<file path="config.mk">
export PLATFORM = sky130hd
export DESIGN_NAME = multicycle_controller
export DESIGN_NICKNAME = d
export VERILOG_FILES = /design/src/rtl/multicycle_controller.sv
export SDC_FILE = /design/constraint.sdc
export NUM_CORES = 1
export LEC_CHECK = 0
export BUFFER_PORTS_ARGS = -buffer_cell sky130_fd_sc_hd__buf_2
export CAP_MARGIN = 20
export CORE_UTILIZATION = 38
export CTS_CLUSTER_SIZE = 24
export DETAILED_ROUTE_END_ITERATION = 7
export PLACE_DENSITY_LB_ADDON = 0.12
export SYNTH_ARGS = -nofsm -noshare
export SYNTH_HDL_FRONTEND = slang
export SYNTH_SLANG_ARGS = --single-unit
</file>
<file path="constraint.sdc">
create_clock -name clk -period 1.5 [get_ports clk]
set_input_delay 0 -clock clk [delete_from_list [all_inputs] [get_ports clk]]
set_output_delay 0 -clock clk [all_outputs]
set_load 0.01 [all_outputs]
</file>
<file path="src/rtl/multicycle_controller.sv">
// Control FSM for the multicycle MIPS datapath with memory wait-state handshake.
// Optional performance counters are compiled in with `define MC_PERF_CNT_EN.
module multicycle_controller #(
  parameter int OPW           = 6,
  parameter bit MEM_HANDSHAKE = 1'b1,
  parameter int CNT_W         = 32
) (
  input  logic             clk,
  input  logic             reset,
  input  logic [OPW-1:0]   opcode,
  input  logic             mem_ready,
  output logic             memwrite,
  output logic             irwrite,
  output logic             pcwrite,
  output logic             branch,
  output logic             branch_ne,
  output logic             iord,
  output logic             regdst,
  output logic             memtoreg,
  output logic             regwrite,
  output logic             alusrca,
  output logic [1:0]       alusrcb,
  output logic [1:0]       aluop,
  output logic [1:0]       pcsrc,
  output logic             illegal_op,
  output logic [3:0]       state_o,
  output logic [CNT_W-1:0] instr_count,
  output logic [CNT_W-1:0] cycle_count
);

  // state   | meaning
  // FETCH   | read instruction, PC <= PC+4 when memory ready
  // DECODE  | read registers, precompute branch target
  // MEMADR  | compute load/store address
  // MEMRD   | load data read, waits for memory
  // MEMWB   | write load data to rt
  // MEMWR   | store data write, waits for memory
  // EXECUTE | R-type ALU operation
  // ALUWB   | write ALU result to rd
  // BRANCH  | compare and conditionally load PC (beq/bne)
  // ADDIEX  | add immediate
  // ADDIWB  | write immediate result to rt
  // JUMP    | load PC with jump target
  typedef enum logic [3:0] {
    FETCH   = 4'd0,
    DECODE  = 4'd1,
    MEMADR  = 4'd2,
    MEMRD   = 4'd3,
    MEMWB   = 4'd4,
    MEMWR   = 4'd5,
    EXECUTE = 4'd6,
    ALUWB   = 4'd7,
    BRANCH  = 4'd8,
    ADDIEX  = 4'd9,
    ADDIWB  = 4'd10,
    JUMP    = 4'd11
  } state_t;

  localparam logic [OPW-1:0] OP_RTYPE = OPW'(6'b000000);
  localparam logic [OPW-1:0] OP_J     = OPW'(6'b000010);
  localparam logic [OPW-1:0] OP_BEQ   = OPW'(6'b000100);
  localparam logic [OPW-1:0] OP_BNE   = OPW'(6'b000101);
  localparam logic [OPW-1:0] OP_ADDI  = OPW'(6'b001000);
  localparam logic [OPW-1:0] OP_LW    = OPW'(6'b100011);
  localparam logic [OPW-1:0] OP_SW    = OPW'(6'b101011);

  state_t state, state_nxt;
  logic   ready;

  assign ready   = MEM_HANDSHAKE ? mem_ready : 1'b1;
  assign state_o = state;

  always_ff @(posedge clk) begin
    if (reset) state <= FETCH;
    else       state <= state_nxt;
  end

  always_comb begin
    state_nxt  = FETCH;
    memwrite   = 1'b0;
    irwrite    = 1'b0;
    pcwrite    = 1'b0;
    branch     = 1'b0;
    branch_ne  = 1'b0;
    iord       = 1'b0;
    regdst     = 1'b0;
    memtoreg   = 1'b0;
    regwrite   = 1'b0;
    alusrca    = 1'b0;
    alusrcb    = 2'b00;
    aluop      = 2'b00;
    pcsrc      = 2'b00;
    illegal_op = 1'b0;
    case (state)
      FETCH: begin
        alusrcb   = 2'b01;
        irwrite   = ready;
        pcwrite   = ready;
        state_nxt = ready ? DECODE : FETCH;
      end
      DECODE: begin
        alusrcb = 2'b11;
        case (opcode)
          OP_LW, OP_SW:   state_nxt = MEMADR;
          OP_RTYPE:       state_nxt = EXECUTE;
          OP_BEQ, OP_BNE: state_nxt = BRANCH;
          OP_ADDI:        state_nxt = ADDIEX;
          OP_J:           state_nxt = JUMP;
          default: begin
            state_nxt  = FETCH;
            illegal_op = 1'b1;
          end
        endcase
      end
      MEMADR: begin
        alusrca   = 1'b1;
        alusrcb   = 2'b10;
        state_nxt = (opcode == OP_SW) ? MEMWR : MEMRD;
      end
      MEMRD: begin
        iord      = 1'b1;
        state_nxt = ready ? MEMWB : MEMRD;
      end
      MEMWB: begin
        memtoreg = 1'b1;
        regwrite = 1'b1;
      end
      MEMWR: begin
        iord      = 1'b1;
        memwrite  = 1'b1;
        state_nxt = ready ? FETCH : MEMWR;
      end
      EXECUTE: begin
        alusrca   = 1'b1;
        aluop     = 2'b10;
        state_nxt = ALUWB;
      end
      ALUWB: begin
        regdst   = 1'b1;
        regwrite = 1'b1;
      end
      BRANCH: begin
        alusrca   = 1'b1;
        aluop     = 2'b01;
        pcsrc     = 2'b01;
        branch    = (opcode == OP_BEQ);
        branch_ne = (opcode == OP_BNE);
      end
      ADDIEX: begin
        alusrca   = 1'b1;
        alusrcb   = 2'b10;
        state_nxt = ADDIWB;
      end
      ADDIWB: regwrite = 1'b1;
      JUMP: begin
        pcsrc   = 2'b10;
        pcwrite = 1'b1;
      end
      default: state_nxt = FETCH;
    endcase

    // Reset overrides the current state immediately so an aborted write never strobes.
    if (reset) begin
      state_nxt  = FETCH;
      memwrite   = 1'b0;
      irwrite    = 1'b0;
      pcwrite    = 1'b0;
      branch     = 1'b0;
      branch_ne  = 1'b0;
      iord       = 1'b0;
      regdst     = 1'b0;
      memtoreg   = 1'b0;
      regwrite   = 1'b0;
      alusrca    = 1'b0;
      alusrcb    = 2'b01;
      aluop      = 2'b00;
      pcsrc      = 2'b00;
      illegal_op = 1'b0;
    end
  end

`ifdef MC_PERF_CNT_EN
  logic [CNT_W-1:0] cycle_q, instr_q;
  logic             retire;

  always_comb begin
    retire = 1'b0;
    if (state_nxt == FETCH) begin
      case (state)
        MEMWB, MEMWR, ALUWB, BRANCH, ADDIWB, JUMP: retire = 1'b1;
        default:                                   retire = 1'b0;
      endcase
    end
  end

  always_ff @(posedge clk) begin
    if (reset) begin
      cycle_q <= '0;
      instr_q <= '0;
    end else begin
      cycle_q <= cycle_q + CNT_W'(1);
      if (retire) instr_q <= instr_q + CNT_W'(1);
    end
  end

  assign cycle_count = cycle_q;
  assign instr_count = instr_q;
`else
  assign cycle_count = '0;
  assign instr_count = '0;
`endif

endmodule

</file>
==> results.ini <==
[yosys]
synth-edff-count = 0
ys_types = 39
yosysMostFrequentCell = buf_4
synth_common_cells = buf_4, nor2_1, nor3_1
yosys-top-cells-area = buf_4, dfxtp_1, nor2_1
avgSynthCellArea_sq_um = 6.91
synth_cells = 155
yosysTopAreaCellShare_pct = 44.9
synth.cell_area_sq_um = 1070
yosys_most_used_dff = dfxtp_1
ys_ff_latch = 4
synthArstFlopShare_pct = 0
synth-seq-area-share_pct = 7.48
synth_top_cell_by_area = buf_4
yosys_warnings = 0

[detailed_routing]
highest_layer = met4
via_per_inst = 4.24
wl_met2_mm = 1.09
met3_wirelength_microns = 122
via_count = 953
ant_nets = 0
firstDrtPassIters = 4
routedLengthMet1_microns = 844
wl_mm = 2.08
drt-initial-drc-count = 3
drc = 0
routedWlPerCell_microns = 9.24

[timing]
skew_ps = 3.23
finalHoldViolations = 0
setup-violations-final = 0
fmax_mhz = 670
rsz0062_at_grt = yes
final.min_clock_period_ps = 1490
hold_ws_ps = 116
fin_crit_sh_pct = 99.5
slew_violations = 0

[job]
drv_cap = 0

[critical_path]
crit_required_ps = 1500
critPathArrivalTime_ps = 1490
crit_buf_inv = 1
cp-end-kind = output port
critPathKind = flip-flop to output port
cp_max_fo = 8
r2r_start = state_o[2]
worstSetupStartpoint = state_o[2]
path_cells = or2_1 -> or3_1 -> nor4_2 -> buf_2
crit_slowest_cell = dfxtp_4
cp_top_family = simple AND/OR/NAND/NOR gates
startpoint_type = flip-flop
crit_path_max_incr_delay_ps = 360

[power]
p_leak_nw = 0.631
p_per_area_nw_per_um2 = 428
ir_drop_uv = 189
power_mw = 0.504

[min_path]
hp-class = primary input to flip-flop
min_from = opcode[5]

[global_routing]
overflow = 0
antenna_found_initial = 0
grt_pass1_vias = 657
grt_start_max_net_pins = 16
grt_pass1_wl_mm = 2.73
grt_use_total_pct = 12.6

[floorplan]
die_h_microns = 55.1
pin_count = 94
core_sq_um = 2570
die_x_microns = 55.1
fp.dieArea_sq_um = 3030
rows = 18
initial_utilization_pct = 41.7

[cts]
htree_levels = 1
cts_inserted_buffers = 3
cts_sinks = 4
clkTransAtPathRegs_ps = 40
cts_tree = built
cts_buffer_depth = 2
cts_root_buf = clkbuf_4
clk_latency_ps = 240

[cells_and_area]
largest_reg_flops = 4
n_antenna_cell = 0
nNetsFinal = 206
fillers = 277
drive_gt1_share_pct = 30.3
final_area_sq_um = 1180
area_growth_pct = 9.93

[place]
io_buffers = 29
dp_hpwl_mm = 1.62
gp_congestion = 0.725
placed_area_sq_um = 1040

[run_status]
status = completed

==> kinds of logic (layout without fill, tap and decap cells) <==
family	Yosys count	in the layout	synth area share, %
other	1	64	0.350
buffers and inverters	72	49	48.2
muxes	2	2	2.10
xor gates and xnor gates	2	2	1.64
AOI/OAI and AO/OA	19	19	12.2
and+or+nand+nor	55	55	28.0
DFF	4	4	7.48
==> through the flow <==
stage                     utilization (%)  instances  setup slack [ps]  setup TNS [ps]
after floorplan                         -        218               106               0
after global placement               40.7        215               123               0
after detailed placement             40.7        215               120               0
after CTS                            42.4        218              3.65               0
after global routing                 45.9        225             -57.7            -169
final                                45.9        225              7.65               0
==> repair_timing <==
action                                  4_1_cts  5_1_grt
pin swaps                                     1        2
hold buffers                                  0        0
cloned                                        0        0
gates resized for setup                       7       10
setup buffers                                 0        7
endpoints found under the setup margin        6        9
==> final timing paths <==
path                                   end  slack, ps  cells past startpoint
worst min-delay path            state_o[0]        120                      4
worst max register to register  state_o[1]        200                      5
worst max-delay path            illegal_op          8                      4
worst min register to register  state_o[3]        600                      2
==> cell usage in the layout (no fill, tap or decap), types with 2 or more instances in the layout <==
master / instances
conb_1: 64
nand3b_1: 3
clkbuf_4: 3
nand3_1: 3
nand2b_1: 6
nor4b_1: 3
nor2_1: 16
nand4_1: 2
buf_2: 29
buf_4: 13
nor3_1: 6
a21oi_1: 5
nand2_1: 4
nor4_1: 2
buf_6: 3
o21bai_1: 2
dfxtp_4: 3
==> report_power, final <==
| part | internal [mW] | switching [mW] | leakage, nW |
|---|---|---|---|
| logic | 0.0821 | 0.165 | 0.582 |
| clock network | 0.0896 | 0.0461 | 0.0138 |
| registers | 0.111 | 0.0108 | 0.0353 |
| total | 0.282 | 0.222 | 0.631 |
==> tightest hold or removal path, cell delays in order <==
cell and delay [ps]:
buf_2 110, nor2_1 50, nand4_1 90, a21oi_1 60
==> cell type report <==
cell class / instances / area, sq um / area share, %
inverter: 1 / 3.75 / 0.319
tap: 30 / 37.5 / 3.19
timing repair buffer: 45 / 277 / 23.5
clock buffer: 3 / 22.5 / 1.91
multi-input combinational: 142 / 744 / 63.2
sequential: 4 / 92.6 / 7.86
==> routing by layer <==
| layer | global-route usage [%] | vias up |
|---|---|---|
| met3 | 0.820 | 2 |
| met2 | 23.5 | 48 |
| met4 | 8.75 | 0 |
| met1 | 13.2 | 420 |
| li1 | - | 483 |
| met5 | 0 | - |
(Power assumes the default switching activity.)
